<file path="config.mk">
export PLATFORM = sky130hd
export DESIGN_NAME = ps2_host_tx_flat
export DESIGN_NICKNAME = d
export VERILOG_FILES = /design/src/rtl/ps2_pkg.sv /design/src/rtl/ps2_host_tx_if.sv /design/src/rtl/ps2_line_sync.sv /design/src/rtl/ps2_host_tx.sv /design/src/flat_wrapper.sv
export SDC_FILE = /design/constraint.sdc
export NUM_CORES = 1
export LEC_CHECK = 0
export CAP_MARGIN = 20
export CORE_UTILIZATION = 68
export DETAILED_ROUTE_END_ITERATION = 12
export DONT_BUFFER_PORTS = 1
export PLACE_DENSITY = 0.84
export SLEW_MARGIN = 10
export SYNTH_ARGS = -nofsm -noshare
export SYNTH_HDL_FRONTEND = slang
export SYNTH_SLANG_ARGS = --single-unit
export TNS_END_PERCENT = 5
</file>
<file path="constraint.sdc">
create_clock -name CLOCK_27 -period 4.9 [get_ports CLOCK_27]
set_clock_uncertainty 0.2 [all_clocks]
set_input_delay 0.245 -clock CLOCK_27 [delete_from_list [all_inputs] [get_ports CLOCK_27]]
set_output_delay 0.245 -clock CLOCK_27 [all_outputs]
set_load 0.005 [all_outputs]
</file>
<file path="src/rtl/ps2_pkg.sv">
// ----------------------------------------------------------------------------
// ps2_pkg
// Shared definitions for the PS/2 host transmitter and its line synchronizer:
// the transmitter state encoding, default cycle constants for a 27 MHz clock,
// the common command codes, and the odd-parity helper used to build a frame.
// ----------------------------------------------------------------------------
package ps2_pkg;

  typedef enum logic [2:0] {
    IDLE,
    INHIBIT,
    START,
    XFER,
    WAIT_IDLE
  } ps2_tx_state_t;

  // Default cycle counts at 27 MHz
  localparam int PS2_INHIBIT_CYCLES = 3240;    // 120 us clock-low inhibit
  localparam int PS2_START_HOLD     = 32;      // data low before clock release
  localparam int PS2_FIRST_TIMEOUT  = 405000;  // 15 ms until first device edge
  localparam int PS2_BIT_TIMEOUT    = 54000;   // 2 ms between device edges

  // Common host commands and the device acknowledge code
  localparam logic [7:0] PS2_CMD_LEDS   = 8'hED;
  localparam logic [7:0] PS2_CMD_RESET  = 8'hFF;
  localparam logic [7:0] PS2_CMD_ENABLE = 8'hF4;
  localparam logic [7:0] PS2_ACK        = 8'hFA;

  // PS/2 frames carry odd parity: the parity bit makes the count of ones odd
  function automatic logic odd_parity(input logic [7:0] data);
    return ~^data;
  endfunction

endpackage

</file>
<file path="src/rtl/ps2_host_tx_if.sv">
// ----------------------------------------------------------------------------
// ps2_host_tx_if
// Command handshake between a client and the PS/2 host transmitter.
//   tx_data  : command byte, sampled when tx_valid & tx_ready
//   tx_valid : client requests a send
//   tx_ready : transmitter can accept a byte
//   busy     : a frame is in progress (receiver should ignore the lines)
//   done     : one-cycle pulse, frame sent and acknowledged
//   error    : one-cycle pulse, timeout or missing acknowledge
// master = client side, slave = transmitter side.
// ----------------------------------------------------------------------------
interface ps2_host_tx_if;

  logic [7:0] tx_data;
  logic       tx_valid;
  logic       tx_ready;
  logic       busy;
  logic       done;
  logic       error;

  modport master (
    output tx_data, tx_valid,
    input  tx_ready, busy, done, error
  );

  modport slave (
    input  tx_data, tx_valid,
    output tx_ready, busy, done, error
  );

endinterface

</file>
<file path="src/rtl/ps2_line_sync.sv">
// ----------------------------------------------------------------------------
// ps2_line_sync
// Brings one asynchronous PS/2 pin into the clock domain and flags its
// falling edges.
//   clk, rst_n : clock, asynchronous active-low reset
//   line_in    : raw pin level
//   level      : synchronized level (two flops)
//   fall       : one-cycle pulse when the synchronized level goes 1 -> 0
// ----------------------------------------------------------------------------
module ps2_line_sync (
  input  logic clk,
  input  logic rst_n,
  input  logic line_in,
  output logic level,
  output logic fall
);

  logic meta;
  logic sync;
  logic prev;

  // Flops reset high: an idle PS/2 line is pulled up, so coming out of reset
  // must not look like a falling edge.
  always_ff @(posedge clk or negedge rst_n) begin
    if (!rst_n) begin
      meta <= 1'b1;
      sync <= 1'b1;
      prev <= 1'b1;
    end else begin
      meta <= line_in;
      sync <= meta;
      prev <= sync;
    end
  end

  assign level = sync;
  assign fall  = prev & ~sync;

endmodule

</file>
<file path="src/rtl/ps2_host_tx.sv">
// ----------------------------------------------------------------------------
// ps2_host_tx
// Host-to-device PS/2 transmitter: inhibits the bus, issues request-to-send,
// shifts out one byte + odd parity + stop on device clock falls, then checks
// the device acknowledge.
//   CLOCK_27, RESET_N        : clock, asynchronous active-low reset
//   tx                       : command handshake (slave side)
//   ps2_clk_in, ps2_dat_in   : raw pin levels
//   ps2_clk_oe, ps2_dat_oe   : open-drain enables, 1 pulls the line low
// ----------------------------------------------------------------------------
module ps2_host_tx
  import ps2_pkg::*;
#(
  parameter int INHIBIT_CYCLES = PS2_INHIBIT_CYCLES,
  parameter int START_HOLD     = PS2_START_HOLD,
  parameter int FIRST_TIMEOUT  = PS2_FIRST_TIMEOUT,
  parameter int BIT_TIMEOUT    = PS2_BIT_TIMEOUT
) (
  input  logic          CLOCK_27,
  input  logic          RESET_N,
  ps2_host_tx_if.slave  tx,
  input  logic          ps2_clk_in,
  input  logic          ps2_dat_in,
  output logic          ps2_clk_oe,
  output logic          ps2_dat_oe
);

  localparam logic [11:0] INH_LAST   = 12'(INHIBIT_CYCLES - 1);
  localparam logic [11:0] HOLD_LAST  = 12'(START_HOLD - 1);
  localparam logic [18:0] FIRST_LAST = 19'(FIRST_TIMEOUT - 1);
  localparam logic [18:0] BIT_LAST   = 19'(BIT_TIMEOUT - 1);
  localparam logic [3:0]  EDGE_ACK   = 4'd11;

  ps2_tx_state_t state, state_next;
  logic [11:0]   hold_cnt, hold_next;
  logic [18:0]   tmo_cnt, tmo_next;
  logic [3:0]    edge_cnt, edge_next;
  logic [7:0]    data_q, data_next;
  logic          par_q, par_next;
  logic          dat_oe_q, dat_oe_next;
  logic          done_q, done_next;
  logic          error_q, error_next;

  logic          clk_level, clk_fall;
  logic          dat_level, dat_fall_unused;
  logic          accept;
  logic [3:0]    edge_inc;
  logic [18:0]   tmo_limit;
  logic          tmo_expired;

  ps2_line_sync u_clk_sync (
    .clk     (CLOCK_27),
    .rst_n   (RESET_N),
    .line_in (ps2_clk_in),
    .level   (clk_level),
    .fall    (clk_fall)
  );

  // Only the clock line's edges drive the frame; the data edge output is
  // not needed by the transmitter.
  ps2_line_sync u_dat_sync (
    .clk     (CLOCK_27),
    .rst_n   (RESET_N),
    .line_in (ps2_dat_in),
    .level   (dat_level),
    .fall    (dat_fall_unused)
  );

  // done/error are held off tx_ready so a waiting client is accepted only
  // in the cycle after the completion pulse.
  assign tx.tx_ready = (state == IDLE) & ~done_q & ~error_q;
  assign tx.busy     = (state != IDLE);
  assign tx.done     = done_q;
  assign tx.error    = error_q;
  assign accept      = tx.tx_valid & tx.tx_ready;

  // Clock enable decodes straight from state so reset releases it at once.
  assign ps2_clk_oe  = (state == INHIBIT) | (state == START);
  assign ps2_dat_oe  = dat_oe_q;

  always_ff @(posedge CLOCK_27 or negedge RESET_N) begin
    if (!RESET_N) begin
      state    <= IDLE;
      hold_cnt <= '0;
      tmo_cnt  <= '0;
      edge_cnt <= '0;
      data_q   <= '0;
      par_q    <= 1'b0;
      dat_oe_q <= 1'b0;
      done_q   <= 1'b0;
      error_q  <= 1'b0;
    end else begin
      state    <= state_next;
      hold_cnt <= hold_next;
      tmo_cnt  <= tmo_next;
      edge_cnt <= edge_next;
      data_q   <= data_next;
      par_q    <= par_next;
      dat_oe_q <= dat_oe_next;
      done_q   <= done_next;
      error_q  <= error_next;
    end
  end

  always_comb begin
    state_next  = state;
    hold_next   = hold_cnt;
    tmo_next    = tmo_cnt;
    edge_next   = edge_cnt;
    data_next   = data_q;
    par_next    = par_q;
    dat_oe_next = dat_oe_q;
    done_next   = 1'b0;
    error_next  = 1'b0;

    edge_inc    = (edge_cnt == EDGE_ACK) ? EDGE_ACK : edge_cnt + 4'd1;
    // The device gets a long grace period to start clocking, then a
    // tighter limit between edges (also bounds the wait for bus idle).
    tmo_limit   = (edge_cnt == 4'd0) ? FIRST_LAST : BIT_LAST;
    tmo_expired = (tmo_cnt == tmo_limit);

    case (state)
      IDLE: begin
        dat_oe_next = 1'b0;
        if (accept) begin
          data_next  = tx.tx_data;
          par_next   = odd_parity(tx.tx_data);
          hold_next  = '0;
          state_next = INHIBIT;
        end
      end

      INHIBIT: begin
        if (hold_cnt == INH_LAST) begin
          hold_next   = '0;
          dat_oe_next = 1'b1;
          state_next  = START;
        end else begin
          hold_next = hold_cnt + 12'd1;
        end
      end

      START: begin
        if (hold_cnt == HOLD_LAST) begin
          edge_next  = '0;
          tmo_next   = '0;
          state_next = XFER;
        end else begin
          hold_next = hold_cnt + 12'd1;
        end
      end

      XFER: begin
        if (clk_fall) begin
          tmo_next  = '0;
          edge_next = edge_inc;
          if (edge_inc <= 4'd8) begin
            dat_oe_next = ~data_q[3'(edge_inc - 4'd1)];
          end else if (edge_inc == 4'd9) begin
            dat_oe_next = ~par_q;
          end else if (edge_inc == 4'd10) begin
            dat_oe_next = 1'b0;
          end else begin
            // Edge 11: the device pulls data low to acknowledge
            dat_oe_next = 1'b0;
            if (dat_level) begin
              error_next = 1'b1;
              state_next = IDLE;
            end else begin
              state_next = WAIT_IDLE;
            end
          end
        end else if (tmo_expired) begin
          dat_oe_next = 1'b0;
          error_next  = 1'b1;
          state_next  = IDLE;
        end else begin
          tmo_next = tmo_cnt + 19'd1;
        end
      end

      WAIT_IDLE: begin
        if (clk_level & dat_level) begin
          done_next  = 1'b1;
          state_next = IDLE;
        end else if (tmo_expired) begin
          error_next = 1'b1;
          state_next = IDLE;
        end else begin
          tmo_next = tmo_cnt + 19'd1;
        end
      end

      default: begin
        dat_oe_next = 1'b0;
        state_next  = IDLE;
      end
    endcase
  end

endmodule
</file>
<file path="src/flat_wrapper.sv">
// flat-port wrapper written by rule: the top's interface ports become plain ports
module ps2_host_tx_flat import ps2_pkg::*;
#(
  parameter int INHIBIT_CYCLES = PS2_INHIBIT_CYCLES,
  parameter int START_HOLD     = PS2_START_HOLD,
  parameter int FIRST_TIMEOUT  = PS2_FIRST_TIMEOUT,
  parameter int BIT_TIMEOUT    = PS2_BIT_TIMEOUT
)
  (CLOCK_27, RESET_N, ps2_clk_in, ps2_dat_in, ps2_clk_oe, ps2_dat_oe, tx_tx_data, tx_tx_valid, tx_tx_ready, tx_busy, tx_done, tx_error);
  ps2_host_tx_if tx_i ();
  input  logic CLOCK_27;
  input  logic RESET_N;
  input  logic ps2_clk_in;
  input  logic ps2_dat_in;
  output logic ps2_clk_oe;
  output logic ps2_dat_oe;
  input wire logic [$bits(tx_i.tx_data)-1:0] tx_tx_data;
  input wire logic [$bits(tx_i.tx_valid)-1:0] tx_tx_valid;
  output wire logic [$bits(tx_i.tx_ready)-1:0] tx_tx_ready;
  output wire logic [$bits(tx_i.busy)-1:0] tx_busy;
  output wire logic [$bits(tx_i.done)-1:0] tx_done;
  output wire logic [$bits(tx_i.error)-1:0] tx_error;
  assign tx_i.tx_data = tx_tx_data;
  assign tx_i.tx_valid = tx_tx_valid;
  assign tx_tx_ready = tx_i.tx_ready;
  assign tx_busy = tx_i.busy;
  assign tx_done = tx_i.done;
  assign tx_error = tx_i.error;
  ps2_host_tx #(.INHIBIT_CYCLES(INHIBIT_CYCLES), .START_HOLD(START_HOLD), .FIRST_TIMEOUT(FIRST_TIMEOUT), .BIT_TIMEOUT(BIT_TIMEOUT)) u_core (.CLOCK_27(CLOCK_27), .RESET_N(RESET_N), .tx(tx_i), .ps2_clk_in(ps2_clk_in), .ps2_dat_in(ps2_dat_in), .ps2_clk_oe(ps2_clk_oe), .ps2_dat_oe(ps2_dat_oe));
endmodule
</file>
Word-level counts from Yosys, hierarchy flattened
Index checks and enable logic that the tools add are counted.
W data, S select, Z words.

operators by class
  bitwise operators = 12
  add/subtract/negate cells = 4
  reductions and logical operators = 14
  $lt $le $gt $ge = 2
  equal/unequal tests = 20
  mux-type cells = 43

operators with widths
  cell                     number
  $mux W19                 5
  $pmux W19 S3             1
  $mux W12                 3
  $pmux W12 S3             1
  $mux W3                  10
  $add A19 B1 Y19 const B  1
  $eq A19 B19 Y1           1
  $mux W1                  15
  $pmux W3 S5              1
  $add A12 B1 Y12 const B  1
  $eq A12 B12 Y1 const B   1
  $eq A12 B5 Y1 const B    1
  $eq A4 B4 Y1 const B     3
  $mux W4                  3
  $reduce_and A3 Y1        4
  $ne A3 B3 Y1 const B     3
  $reduce_bool A3 Y1       3
  $ne A2 B2 Y1 const B     4
  $pmux W4 S2              1
  $reduce_xnor A8 Y1       1
  $eq A3 B2 Y1 const B     2
  $not A1 Y1               6
  $reduce_and A6 Y1        1
  $and A1 B1 Y1            5
  other kinds (17)         18

storage, ports and cells
  output and inout bits = 6
  logic and storage cells = 109
  flip-flop bits (word level) = 55
  input bits = 13

Logic depth before layout (Yosys ltp)
  word-level depth = 9
  depth in mapped cells = 10
  mapped depth without buffers = 10

Cells and area by module
Synthesis repeated with hierarchy kept, for this count alone.

second synthesis, totals
  cell total of the unflattened synthesis = 331
  area total of the unflattened synthesis = 3218.1 um^2

by module, submodules not included
  module         times used  cells each  area an instance (um^2)  sequential area each (um^2)
  ps2_host_tx    1           323         3032.9                   1251.2
  ps2_line_sync  2           4           92.6                     78.8

Worst setup path after synthesis
OpenSTA, ideal clock, no wires.

  kind = register to register
  from = register u_core.edge_cnt[0]
  to = register u_core.dat_oe_q (netlist: u_core.ps2_dat_oe)
  required time = 4574 ps
  arrival = 2423 ps
  setup time = 126 ps
  slack = 2151 ps
  clock period less this slack = 2749 ps
  stages on the path, launching flop included = 10
  path buffers = 0
  cell sequence = dfrtp_1 -> ha_1 -> a31oi_1 -> ha_1 -> nor2b_1 -> or4_1 -> nand3_1 -> a22o_1 -> a211oi_1 -> o32a_1

between the ends
  cells in the longest elaborated chain, start to end = 9
  elaborated cells on any way between the ends = 18
  those cells by class = 2 x add/sub; 1 x order compare; 4 x eq/ne; 8 x mux; 1 x bitwise; 2 x reduce/logical

RTL lines
  item                                                  line                RTL
  from (decl)                                           ps2_host_tx.sv:37   logic [3:0] edge_cnt, edge_next;
  from (signal assigned)                                ps2_host_tx.sv:96   edge_cnt <= edge_next;
  $add A4 B1 Y4 / $eq A4 B4 Y1 (equally long branches)  ps2_host_tx.sv:116  edge_inc = (edge_cnt == EDGE_ACK) ? EDGE_ACK : edge_cnt + 4'd1;
  $mux W4                                               ps2_host_tx.sv:116
  $sub A3 B1 Y3                                         ps2_host_tx.sv:158  dat_oe_next = ~data_q[3'(edge_inc - 4'd1)];
  $bmux W1 S3                                           ps2_host_tx.sv:158
  $mux W1 (implied by the code)                         ps2_host_tx.sv:158
  $not A1 Y1                                            ps2_host_tx.sv:158
  $mux W1                                               ps2_host_tx.sv:157  if (edge_inc <= 4'd8) begin
  $mux W1                                               ps2_host_tx.sv:154  if (clk_fall) begin
  $pmux W1 S3                                           ps2_host_tx.sv:122  case (state)
  to (signal assigned)                                  ps2_host_tx.sv:99   dat_oe_q <= dat_oe_next;
  to (decl)                                             ps2_host_tx.sv:40   logic dat_oe_q, dat_oe_next;

Parallel ways exist; a longest one is shown, timed or not. The select of a mux whose other input is x is not followed.
A chain may end at the register's enable or synchronous reset.

Final worst setup path
Ends and elaborated chain as after synthesis.

==> flow_summary.toml <==
[outcome]
status = "completed"

[synth]
synthAdderAreaFrac_pct = 2.73
yosys.area.top_type_share_pct = 39.0
synth_common_cells = "dfrtp_1 (50), nor2_1 (39), nand2_1 (27)"
synthSimpleGateAreaFrac_pct = 27.8
synth_edf_count = 0
synth_async_sr_flop_share_pct = 100
synth_compound_area_share_pct = 10.9
yosysMostFrequentCell = "dfrtp_1"
synth-main-ff-cell = "dfrtp_1"
netlist_top_cells_area = "dfrtp_1 (39%), xnor2_1 (5.7%), nor2_1 (4.6%), dfstp_2 (4.1%), mux2_2 (3.2%)"
ys_seq_elements = 55
synthMuxAreaShare_pct = 4.87
synth_cells = 334
synth_top_family_by_area = "simple AND/OR/NAND/NOR gates"
yosysTopAreaCell = "dfrtp_1"
synth_cell_type_count = 59
yosysSeqAreaShare_pct = 43.1
synthXorXnorAreaFrac_pct = 8.46
synth.cell_area_um2 = 3210
synth_fp_nets = 354
yosys_warnings = 0
syn_area_per_cell_um2 = 9.61

[worst_setup_path]
r2r-end = "u_core.ps2_dat_oe$_DFFE_PN0P_"
r2r_setup_slack_ps = 1800
worstPathRequired_ps = 4920
crit_arrival_ps = 3120
critPathTopFamily = "compound AO/OA/AOI/OAI gates"
worstSetupStartpointType = "flop"
slowest_delay_ps = 490
path_cells = "ha_1 -> a31oi_1 -> ha_1 -> nor2b_1 -> or4_1 -> nand3_1 -> a22o_1 -> a211oi_1 -> o32a_1"
end_kind = "flop"
r2r_start = "u_core.edge_cnt[0]$_DFFE_PN0P_"
path_max_fanout = 8
critPathKind = "flop to flop"
cp_slowest_cell = "a31oi_1"
worst_r2r_path_depth = 9
path_common_cell = "ha_1"
worst-path-buf-inv = 0

[placement]
dp_hpwl_um = 4670
place_congestion = 0.866
numPortBuffers = 0
dp_slack_ps = 1830
dpl_cell_area_um2 = 3250

[clock_tree]
clock_path_buffers = 2
cts_buffers = 5
post_cts_buffers = 0
numClockSinks = 55
cts_tree = "done"
clk_pin_slew_ps = 120
cts_root_buffer = "clkbuf_8"
clock_latency_ps = 320
htreeDepth = 2

[global_route]
grt_max_degree = 56
grt_use_total_pct = 30.8
grt_pass1_wl_um = 12200
overflow = 0
antenna_found_initial = 0
grt_pass1_vias = 2591

[pwr]
pwr-share-seq_pct = 58.1
combPwrFrac_pct = 12.1
internal-power_w = 0.000647
ir_drop_mv = 0.218
p_switching_w = 0.000249
switching_share_pct = 27.8
p_per_area_nw_per_um2 = 258
leakage_nw = 1.48
pwr-share-clk_pct = 29.8

[sta]
hold_violations = 0
setup-tns-final_ps = 0
finalCritPeriodShare_pct = 63.3
setup_viol = 0
whs_ps = 164
fin_crit_ps = 3100
tightest_slew_ps = 626
slew_headroom_pct = 58.0
max_freq_mhz = 323
slew_viol_final = 0
fin_ws_ps = 1800
rsz0062_at_grt = "no"

[route]
wirelength_um = 7080
drt_iter0_markers = 176
dr.pass1.iters = 4
num_vias = 2636
drt-wirelength-per-cell_um = 17.8
routed_via_density = 6.64
antenna_left = 0
drc = 0

[floorplanning]
die_y_um = 70.7
start_util_pct = 72.2
core_area_um2 = 4440
num_rows = 24
die_area_um2 = 5000
io_pins = 19
die-width_um = 70.7

[hold_path]
hold_end = "u_core.u_clk_sync.level$_DFF_PN1_"
hp-start = "u_core.u_clk_sync.meta$_DFF_PN1_"
hold_class = "flop to flop"
min_path_cells = 0

[layout]
nFillCells = 309
antennaDiodeCount = 0
finalNetCount = 364
area_growth_syn_to_layout_pct = 8.38
drive_gt1_share_pct = 12.5
final_area_um2 = 3480

[run]
maxCapViolations = 0
[logic make-up (layout without fill, tap and decap cells)]
| kind of cell | after synthesis | in the layout |
|---|---|---|
| and+or+nand+nor | 162 | 162 |
| DFF | 55 | 55 |
| AOI/OAI and AO/OA | 50 | 50 |
| xor gates and xnor gates | 31 | 31 |
| buffers and inverters | 17 | 28 |
| muxes | 12 | 12 |
| adders and majority gates | 7 | 7 |
[worst max path at each step]
stage               cells past startpoint                             to  slack, ps                      startpoint
floorplan                               9  u_core.ps2_dat_oe$_DFFE_PN0P_       2150  u_core.edge_cnt[0]$_DFFE_PN0P_
global placement                        9  u_core.ps2_dat_oe$_DFFE_PN0P_       1970  u_core.edge_cnt[0]$_DFFE_PN0P_
finish                                  9  u_core.ps2_dat_oe$_DFFE_PN0P_       1800  u_core.edge_cnt[0]$_DFFE_PN0P_
detailed placement                      9  u_core.ps2_dat_oe$_DFFE_PN0P_       1830  u_core.edge_cnt[0]$_DFFE_PN0P_
CTS                                     9  u_core.ps2_dat_oe$_DFFE_PN0P_       1800  u_core.edge_cnt[0]$_DFFE_PN0P_
global route                            9  u_core.ps2_dat_oe$_DFFE_PN0P_       1620  u_core.edge_cnt[0]$_DFFE_PN0P_
[power by group through the flow]
stage	clock, W	sequential, W	combinational [W]
floorplan	0	0.000520	0.0000794
global placement	0	0.000528	0.0000869
detailed placement	0	0.000529	0.0000895
CTS	0.000266	0.000520	0.000108
global route	0.000289	0.000525	0.000123
finish	0.000267	0.000521	0.000109
[routing by layer]
metal / GRT usage (%) / wire length, um
met5: 0 / 0
met4: 9.56 / 119
met3: 4.42 / 284
met2: 53.8 / 3550
met1: 40.1 / 3120
[flip-flops by register name, summed over array words and instances, names as in the netlist]
| register | cells |
|---|---|
| u_core.u_clk_sync.prev | 1 |
| u_core.tx.error | 1 |
| u_core.edge_cnt | 4 |
| u_core.data_q | 8 |
| u_core.hold_cnt | 12 |
| u_core.u_dat_sync.meta | 1 |
| u_core.tmo_cnt | 19 |
| u_core.ps2_dat_oe | 1 |
| u_core.u_dat_sync.level | 1 |
| u_core.u_clk_sync.meta | 1 |
| u_core.u_clk_sync.level | 1 |
| u_core.tx.done | 1 |
| u_core.state | 3 |
| u_core.par_q | 1 |
[cell type report]
type | instances | area, um2 | share of cell area, %
timing repair buffer | 14 | 153 | 4.39
tap | 52 | 65.1 | 1.87
clock buffer | 5 | 68.8 | 1.98
sequential | 55 | 1380 | 39.7
clock inverter | 3 | 25.0 | 0.719
multi-input combinational | 262 | 1760 | 50.7
inverter | 6 | 22.5 | 0.647
[layout by cell type, fill, tap and decap left out, drive strengths merged, types with 2 or more instances in the layout]
cell,count
a211oi,3
a21oi,10
a22o,4
a22oi,2
a31oi,3
and2,2
and3,6
and4,2
buf,3
clkbuf,5
dfrtp,50
dfstp,5
dlygate4sd3,11
ha,7
inv,8
mux2,9
mux4,2
nand2,28
nand2b,6
nand3,15
nand4,11
nand4b,3
nor2,42
nor2b,5
nor3,18
nor3b,4
nor4b,4
nor4bb,3
o21a,2
o21ai,10
o22ai,3
o31ai,2
or3,3
or3b,4
or4,4
xnor2,21
xor2,10
[repair_timing]
item	CTS	global route
hold endpoints to repair	65	0
resized for setup	0	0
hold buffers	12	0
endpoints found under the setup margin	0	0
[metrics by stage]
stage,util (%),power [W],cells
finish,78.3,0.000896,397
global route,78.3,0.000937,397
CTS,78.3,0.000894,397
detailed placement,73.1,0.000618,377
global placement,73.1,0.000615,377
floorplan,-,0.000599,334
Power figures use the tool's default switching activity.
